**config.mk**
```make
export PLATFORM = sky130hd
export DESIGN_NAME = uart_rx_fifo
export DESIGN_NICKNAME = d
export VERILOG_FILES = /design/src/rtl/uart_rx_fifo.sv
export SDC_FILE = /design/constraint.sdc
export NUM_CORES = 1
export LEC_CHECK = 0
export CAP_MARGIN = 25
export CORE_UTILIZATION = 61
export CTS_CLUSTER_DIAMETER = 80
export DETAILED_ROUTE_END_ITERATION = 10
export HOLD_SLACK_MARGIN = 0.06
export PLACE_DENSITY_LB_ADDON = 0.3
export SYNTH_ARGS = -nofsm -noshare
export SYNTH_HDL_FRONTEND = slang
export SYNTH_SLANG_ARGS = --single-unit
```
**constraint.sdc**
```tcl
create_clock -name CLK -period 3.92 [get_ports CLK]
set_input_delay 0.784 -clock CLK [delete_from_list [all_inputs] [get_ports CLK]]
set_output_delay 0.784 -clock CLK [all_outputs]
set_load 0.005 [all_outputs]
```
**src/rtl/uart_rx_fifo.sv**
```systemverilog
// uart_rx_fifo: UART receive front end. Synchronises RXD, decodes frames with
// 16x oversampling and buffers bytes in a first-word-fall-through FIFO drained
// by a valid/ready handshake. Error conditions are sticky flags cleared by ERR_CLR.
// Build option: define UART_RX_PARITY_EN for 8E1 frames (parity state and
// PAR_ERR active); otherwise frames are 8N1 and PAR_ERR is tied to 0.
module uart_rx_fifo #(
  parameter int unsigned BAUD_DIV   = 54,
  parameter int unsigned FIFO_DEPTH = 16
) (
  input  logic                          CLK,
  input  logic                          RST,
  input  logic                          RXD,
  output logic [7:0]                    RDATA,
  output logic                          RVALID,
  input  logic                          RREADY,
  output logic [$clog2(FIFO_DEPTH):0]   LEVEL,
  output logic                          FRAME_ERR,
  output logic                          OVERRUN,
  output logic                          PAR_ERR,
  input  logic                          ERR_CLR
);

  localparam int unsigned AW = $clog2(FIFO_DEPTH);
  localparam int unsigned TW = (BAUD_DIV > 1) ? $clog2(BAUD_DIV) : 1;
  localparam logic [TW-1:0] TickMax   = TW'(BAUD_DIV - 1);
  localparam logic [AW:0]   FullLevel = (AW + 1)'(FIFO_DEPTH);

  typedef enum logic [2:0] {
    StIdle,
    StStart,
    StData,
`ifdef UART_RX_PARITY_EN
    StParity,
`endif
    StStop
  } state_e;

  // Line synchroniser and edge detect
  logic sync1_q, sync2_q, sync3_q;
  logic rx, fall;

  // Receiver state
  state_e        state_q, state_d;
  logic [TW-1:0] tick_cnt_q, tick_cnt_d;
  logic [3:0]    os_cnt_q, os_cnt_d;
  logic [2:0]    bit_idx_q, bit_idx_d;
  logic [7:0]    shift_q, shift_d;
  logic          tick;
  logic          push, frame_set;

  // FIFO and flags
  logic [7:0]    mem [FIFO_DEPTH];
  logic [AW-1:0] wr_ptr_q, wr_ptr_d, rd_ptr_q, rd_ptr_d;
  logic [AW:0]   count_q, count_d;
  logic          pop, full, wr_en, ovr_set;
  logic          frame_err_q, frame_err_d, overrun_q, overrun_d;

`ifdef UART_RX_PARITY_EN
  logic par_bad_q, par_bad_d, par_set;
  logic par_err_q, par_err_d;
`endif

  // Two-flop synchroniser plus a third stage for falling-edge detection
  always_ff @(posedge CLK) begin
    if (RST) begin
      sync1_q <= 1'b1;
      sync2_q <= 1'b1;
      sync3_q <= 1'b1;
    end else begin
      sync1_q <= RXD;
      sync2_q <= sync1_q;
      sync3_q <= sync2_q;
    end
  end

  assign rx   = sync2_q;
  assign fall = sync3_q & ~sync2_q;
  assign tick = (tick_cnt_q == TickMax);

  // Frame decoder next-state: tick divider, oversample count, bit capture
  always_comb begin
    state_d    = state_q;
    tick_cnt_d = tick ? '0 : tick_cnt_q + 1'b1;
    os_cnt_d   = os_cnt_q;
    bit_idx_d  = bit_idx_q;
    shift_d    = shift_q;
    push       = 1'b0;
    frame_set  = 1'b0;
`ifdef UART_RX_PARITY_EN
    par_bad_d  = par_bad_q;
    par_set    = 1'b0;
`endif
    unique case (state_q)
      StIdle: begin
        // Only an edge starts a frame, so a stuck-low line cannot retrigger
        if (fall) begin
          state_d    = StStart;
          tick_cnt_d = '0;
          os_cnt_d   = '0;
        end
      end
      StStart: begin
        if (tick) begin
          if (os_cnt_q == 4'd7) begin
            os_cnt_d = '0;
            if (rx) begin
              state_d = StIdle;
            end else begin
              state_d   = StData;
              bit_idx_d = '0;
`ifdef UART_RX_PARITY_EN
              par_bad_d = 1'b0;
`endif
            end
          end else begin
            os_cnt_d = os_cnt_q + 1'b1;
          end
        end
      end
      StData: begin
        if (tick) begin
          if (os_cnt_q == 4'd15) begin
            os_cnt_d = '0;
            shift_d  = {rx, shift_q[7:1]};
            if (bit_idx_q == 3'd7) begin
`ifdef UART_RX_PARITY_EN
              state_d = StParity;
`else
              state_d = StStop;
`endif
            end else begin
              bit_idx_d = bit_idx_q + 1'b1;
            end
          end else begin
            os_cnt_d = os_cnt_q + 1'b1;
          end
        end
      end
`ifdef UART_RX_PARITY_EN
      StParity: begin
        if (tick) begin
          if (os_cnt_q == 4'd15) begin
            os_cnt_d  = '0;
            par_bad_d = (rx != ^shift_q);
            state_d   = StStop;
          end else begin
            os_cnt_d = os_cnt_q + 1'b1;
          end
        end
      end
`endif
      StStop: begin
        if (tick) begin
          if (os_cnt_q == 4'd15) begin
            os_cnt_d = '0;
            state_d  = StIdle;
            if (!rx) begin
              frame_set = 1'b1;
`ifdef UART_RX_PARITY_EN
            end else if (par_bad_q) begin
              par_set = 1'b1;
`endif
            end else begin
              push = 1'b1;
            end
          end else begin
            os_cnt_d = os_cnt_q + 1'b1;
          end
        end
      end
      default: state_d = StIdle;
    endcase
  end

  assign pop     = RVALID & RREADY;
  assign full    = (count_q == FullLevel);
  // A full FIFO still accepts a byte when the head leaves in the same cycle
  assign wr_en   = push & (~full | pop);
  assign ovr_set = push & full & ~pop;

  // FIFO pointer/count and sticky flag next-state; a set beats a clear
  always_comb begin
    wr_ptr_d = wr_ptr_q;
    rd_ptr_d = rd_ptr_q;
    count_d  = count_q;
    if (wr_en) wr_ptr_d = wr_ptr_q + 1'b1;
    if (pop)   rd_ptr_d = rd_ptr_q + 1'b1;
    unique case ({wr_en, pop})
      2'b10:   count_d = count_q + 1'b1;
      2'b01:   count_d = count_q - 1'b1;
      default: count_d = count_q;
    endcase
    frame_err_d = frame_set | (frame_err_q & ~ERR_CLR);
    overrun_d   = ovr_set | (overrun_q & ~ERR_CLR);
`ifdef UART_RX_PARITY_EN
    par_err_d   = par_set | (par_err_q & ~ERR_CLR);
`endif
  end

  // State registers with synchronous reset; reset drops any partial frame
  always_ff @(posedge CLK) begin
    if (RST) begin
      state_q     <= StIdle;
      tick_cnt_q  <= '0;
      os_cnt_q    <= '0;
      bit_idx_q   <= '0;
      shift_q     <= '0;
      wr_ptr_q    <= '0;
      rd_ptr_q    <= '0;
      count_q     <= '0;
      frame_err_q <= 1'b0;
      overrun_q   <= 1'b0;
`ifdef UART_RX_PARITY_EN
      par_bad_q   <= 1'b0;
      par_err_q   <= 1'b0;
`endif
    end else begin
      state_q     <= state_d;
      tick_cnt_q  <= tick_cnt_d;
      os_cnt_q    <= os_cnt_d;
      bit_idx_q   <= bit_idx_d;
      shift_q     <= shift_d;
      wr_ptr_q    <= wr_ptr_d;
      rd_ptr_q    <= rd_ptr_d;
      count_q     <= count_d;
      frame_err_q <= frame_err_d;
      overrun_q   <= overrun_d;
`ifdef UART_RX_PARITY_EN
      par_bad_q   <= par_bad_d;
      par_err_q   <= par_err_d;
`endif
    end
  end

  // FIFO storage; contents need no reset since the pointers define validity
  always_ff @(posedge CLK) begin
    if (wr_en) mem[wr_ptr_q] <= shift_q;
  end

  assign RVALID    = (count_q != '0);
  assign RDATA     = RVALID ? mem[rd_ptr_q] : 8'h00;
  assign LEVEL     = count_q;
  assign FRAME_ERR = frame_err_q;
  assign OVERRUN   = overrun_q;
`ifdef UART_RX_PARITY_EN
  assign PAR_ERR   = par_err_q;
`else
  assign PAR_ERR   = 1'b0;
`endif

endmodule
```
======== Word-level counts from Yosys, hierarchy flattened ========
Memory sizes are Yosys's and may differ from the RTL's. A register that Yosys moved wholly into a read port is not among the register bits.
Index checks and enable logic that the tools add are counted.
storage, ports and cells
  register bits ........................... 42
  RAM bits ................................ 128
  output and inout port bits .............. 17
  logic and storage cells ................. 106
  memories kept ........................... 1
operators by class
  add/subtract/negate cells ............... 7
  equality and inequality tests ........... 21
  multiplexer cells ....................... 40
  bitwise logic cells ..................... 14
  reduce and logical (&&, ||, !) cells .... 10
memory list
  name  words  width  read ports  clocked after memory_dff  wr ports  RTL line  RTL
  mem   16     8      1           1                         1         52        logic [7:0] mem [FIFO_DEPTH];
operators with widths
  kind                   count
  $mux W3                14
  $mux W4                7
  $ne A2 B2 Y1 const B   10
  $mux W6                3
  $add A4 B1 Y4 const B  3
  $pmux W3 S4            1
  $pmux W4 S3            1
  $mux W1                10
  $pmux W5 S2            1
  $mux W8                1
  $reduce_and A8 Y1      1
  $and A1 B1 Y1          7
  $reduce_and A7 Y1      1
  $add A6 B1 Y6 const B  1
  $eq A3 B2 Y1 const B   2
  $eq A6 B6 Y1 const B   1
  $pmux W3 S2            1
  $add A5 B1 Y5 const B  1
  $eq A5 B5 Y1 const B   1
  $reduce_bool A5 Y1     1
  $sub A5 B1 Y5 const B  1
  $eq A4 B3 Y1 const B   1
  $eq A4 B4 Y1 const B   1
  $not A1 Y1             4
  other kinds (14)       17

======== Depth between registers and ports, before layout ========
  depth in word-level cells ............... 7
  mapped depth ............................ 12

======== Least setup slack after synthesis ========
No wires, ideal clock.
  path type ............................... flip-flop to flip-flop
  from .................................... reg os_cnt_q[0]
  to ...................................... reg count_q[4] (netlist: LEVEL[4])
  setup time .............................. 123 ps
  arrival ................................. 2,767 ps
  required time ........................... 3,797 ps
  slack ................................... 1,030 ps
  stages on the path, launching flop included .. 11
  path buffers ............................ 0
  clock period less this slack ............ 2,890 ps
  cell sequence ........................... dfxtp_1 -> ha_1 -> nand4_1 -> nor4_4 -> nor2_1 -> ha_1 -> nor2b_1 -> o21ai_0 -> nor4b_1 -> a31oi_4 -> mux2_1
on the way
  word-level cells in the longest chain between the ends .. 7
  elaborated cells on any way between the ends .. 9
  those cells by class .................... 3 x eq/ne; 4 x mux; 1 x bitwise; 1 x reduce/logical
RTL lines
  what                                               RTL line  RTL
  start, declared                                    45        logic [3:0] os_cnt_q, os_cnt_d;
  start signal, assigned                             220       os_cnt_q <= os_cnt_d;
  $eq A4 B4 Y1 *                                     154       if (os_cnt_q == 4'd15) begin
  $mux W1 *                                          154
  $mux W1 *                                          153       if (tick) begin
  $mux W1 *                                          93        unique case (state_q)
  $and A1 B1 Y1 *                                    178       assign wr_en = push & (~full | pop);
  $eq A2 B1 Y1 or $eq A2 B2 Y1 (tied branches)       188       unique case ({wr_en, pop})
  $pmux W5 S2 or $reduce_bool A2 Y1 (tied branches)  --
  end signal, assigned                               225       count_q <= count_d;
  end, declared                                      54        logic [AW:0] count_q, count_d;
Every way passes the cells marked *; elsewhere a longest branch is shown, timed or not.
A chain may end at the register's enable or synchronous reset.

==> run metrics <==
number of routed nets with antenna violations=0; post-synthesis cell area=7072 um2; core area=between 10000 and 15000 um2; Die Span X=109.7 um; Max VDD drop=0.4758 mV; Seq/Total Area, Yosys=0.6709; Final period util=0.9163; EDFF count, synth=128; Fmax=approximately 280 MHz; Starting Density=0.6384; wire per inst=22.17 um; CP Max Fanout=9; vias per inst=a little over 6; post-CTS resize count=0; CTS H-tree lvls=4; largest net degree at the start of global routing=33; Worst slew margin=0.4071; first-pass GRT wire length=21.31 mm; routed vias=3831; Tmin final=3.592 ns; Root Driver=clkbuf_16; status=complete, no violations; port buffer count=20; number of cell rows=38; Layout Nets=487; CTS tree=built; Die Y=109.7 um; Yosys cell types=51; most frequent cells in the layout=128 x edfxtp_1, 47 x nor2_1, 44 x dfxtp_1; flops & latches, synth=173; worst slew pin tran=0.8861 ns; CP endpoint kind=primary output; final count of hold timing violations=0; share of cells above drive strength 1=0.2017; gr ovfl total=0; CTS Buf Count=17; vias in the first global route=3840; Top FF cell, synth=edfxtp_1; Synth top area share=0.5435; hold_buf cts=0; Gate Count Post-Synth=roughly 440; commonest non-fill, non-tap cell in the layout=edfxtp_1; Data required, critical path=3.14 ns; clk_lat worst skew=roughly 0.42 ns; Clk pin slew, worst setup/hold paths=0.06 ns; Initial DRC Count=353; Setup-failing EPs final=0; Max clock buf depth=2; Post-CTS Setup Inserts=0; Ys Warns=0; Leak=2.672 nW; antenna violations before repair=1; mean post-synth cell area=16.18 um2; biggest area consumer among synthesized cells=edfxtp_1; RSZ-0062 raised after global routing=false; Critical Path AT=2.81 ns; syn_nets=between 400 and 500; sum of negative setup slack=0 ns; GPL Wtd Cong=0.8118; clk_skew=0.008349 ns; max-capacitance violation count=0; Overall Global Routing Usage=0.2584; # IOs=22; DR pass1 iterations=5; DRC=0; drt total wl=13.79 mm; PwrDens=587.0 nW/um2; Area growth syn-to-layout=14.79%; largest cells by area after synthesis=edfxtp_1 54%, dfxtp_1 13%, mux4_2 13%, nor2_1 2.5%, ha_1 2.3%; FFs w/ async S/R, synth=0; DP Wirelength=8.697 mm; DIE AREA=12030 um2; CTS Sinks=around 170; Min-Delay Path Class=flop to flop; crit start category=flop; Slew Viols, Final=0; Tot Pwr=4.765 mW; Setup CP Type=flop to primary output
logic make-up after synthesis:
| logic type | after synthesis | share of synthesized area |
|---|---|---|
| DFF | 173 | 0.6709 |
| muxes | 55 | 0.1493 |
| buffers and inverters | 33 | 0.01982 |
| xor gates and xnor gates | 12 | 0.01486 |
| and+or+nand+nor | 119 | 0.09094 |
| adders and majority gates | 14 | 0.02583 |
| AOI/OAI and AO/OA | 30 | 0.02778 |
| other | 1 | 0.0005303 |
synth_stat cells (all sizes together), types with 2 or more instances:
master and number:
or3 2, mux2i 11, buf 7, mux4 40, a31oi 4, dfxtp 45
mux2 4, or4b 2, xnor2 8, or4 4, and3 2, edfxtp 128
nor2 48, nor2b 12, ha 13, nor4 3, nand2b 5, a21oi 14
nor3 6, nand4 3, or2 4, nand2 14, o21ai 4, inv 12
nor4b 2, o21a 2, xor2 4, clkbuf 14, nand3 7
critical path: stages (launching register included):
cell and delay (ns):
dfxtp_2 0.44, buf_4 0.27, mux4_2 0.56, mux4_2 0.49, nor2b_1 0.15, clkdlybuf4s50_1 0.47
state kept, by name (all words and copies together), names as in the netlist, 2 cells and up, named ones only:
register,flops
rd_ptr_q,4
shift_q,8
mem,128
state_q,2
wr_ptr_q,4
bit_idx_q,3
tick_cnt_q,6
os_cnt_q,4
LEVEL,5
power breakdown:
group	total (mW)	internal [mW]	switching, mW
clock network	1.85	1.19	0.657
logic	0.894	0.497	0.397
registers	2.02	1.98	0.0463
total	4.76	3.67	1.10
final timing paths:
kind / start / endpoint / slack [ns] / depth (start not counted)
setup reg to reg: os_cnt_q[0] / LEVEL[4] / 0.69 / 11
setup / recovery: flop / RDATA[2] / 0.33 / 5
hold / removal: sync1_q / rx / 0.41 / 1
hold reg to reg: sync1_q / rx / 0.41 / 1
stage by stage:
step | std cells | worst slack (ns) | hold WS [ns] | util | area, um2
2_1_floorplan | 437 | 1.030 | 0.3895 | - | 7072
3_3_place_gp | 589 | 0.6679 | 0.4017 | 0.6737 | 7463
3_5_place_dp | 589 | 0.6151 | 0.3934 | 0.6737 | 7463
4_1_cts | 621 | 0.2891 | 0.4083 | 0.7326 | 8115
5_1_grt | 621 | 0.1972 | 0.4296 | 0.7326 | 8115
6_report | 622 | 0.3282 | 0.4091 | 0.7328 | 8118
final cells by class:
type / instances / area, um2
Sequential cell: 173 / 4746
Clock inverter: 12 / 215.2
Antenna cell: 1 / 2.502
Fill cell: 669 / 2960
Inverter: 12 / 45.04
Multi-Input combinational cell: 231 / 2187
Clock buffer: 20 / 436.7
Timing Repair Buffer: 33 / 310.3
Tap cell: 140 / 175.2
layer usage:
metal	GRT usage	vias to the layer above	part of all wire
li1	-	1736	-
met1	0.3219	1924	0.40
met2	0.4331	150	0.52
met3	0.07469	21	0.063
met4	0.09238	0	0.019
met5	0	-	0
Note: power is estimated with default switching activity, not from simulation.
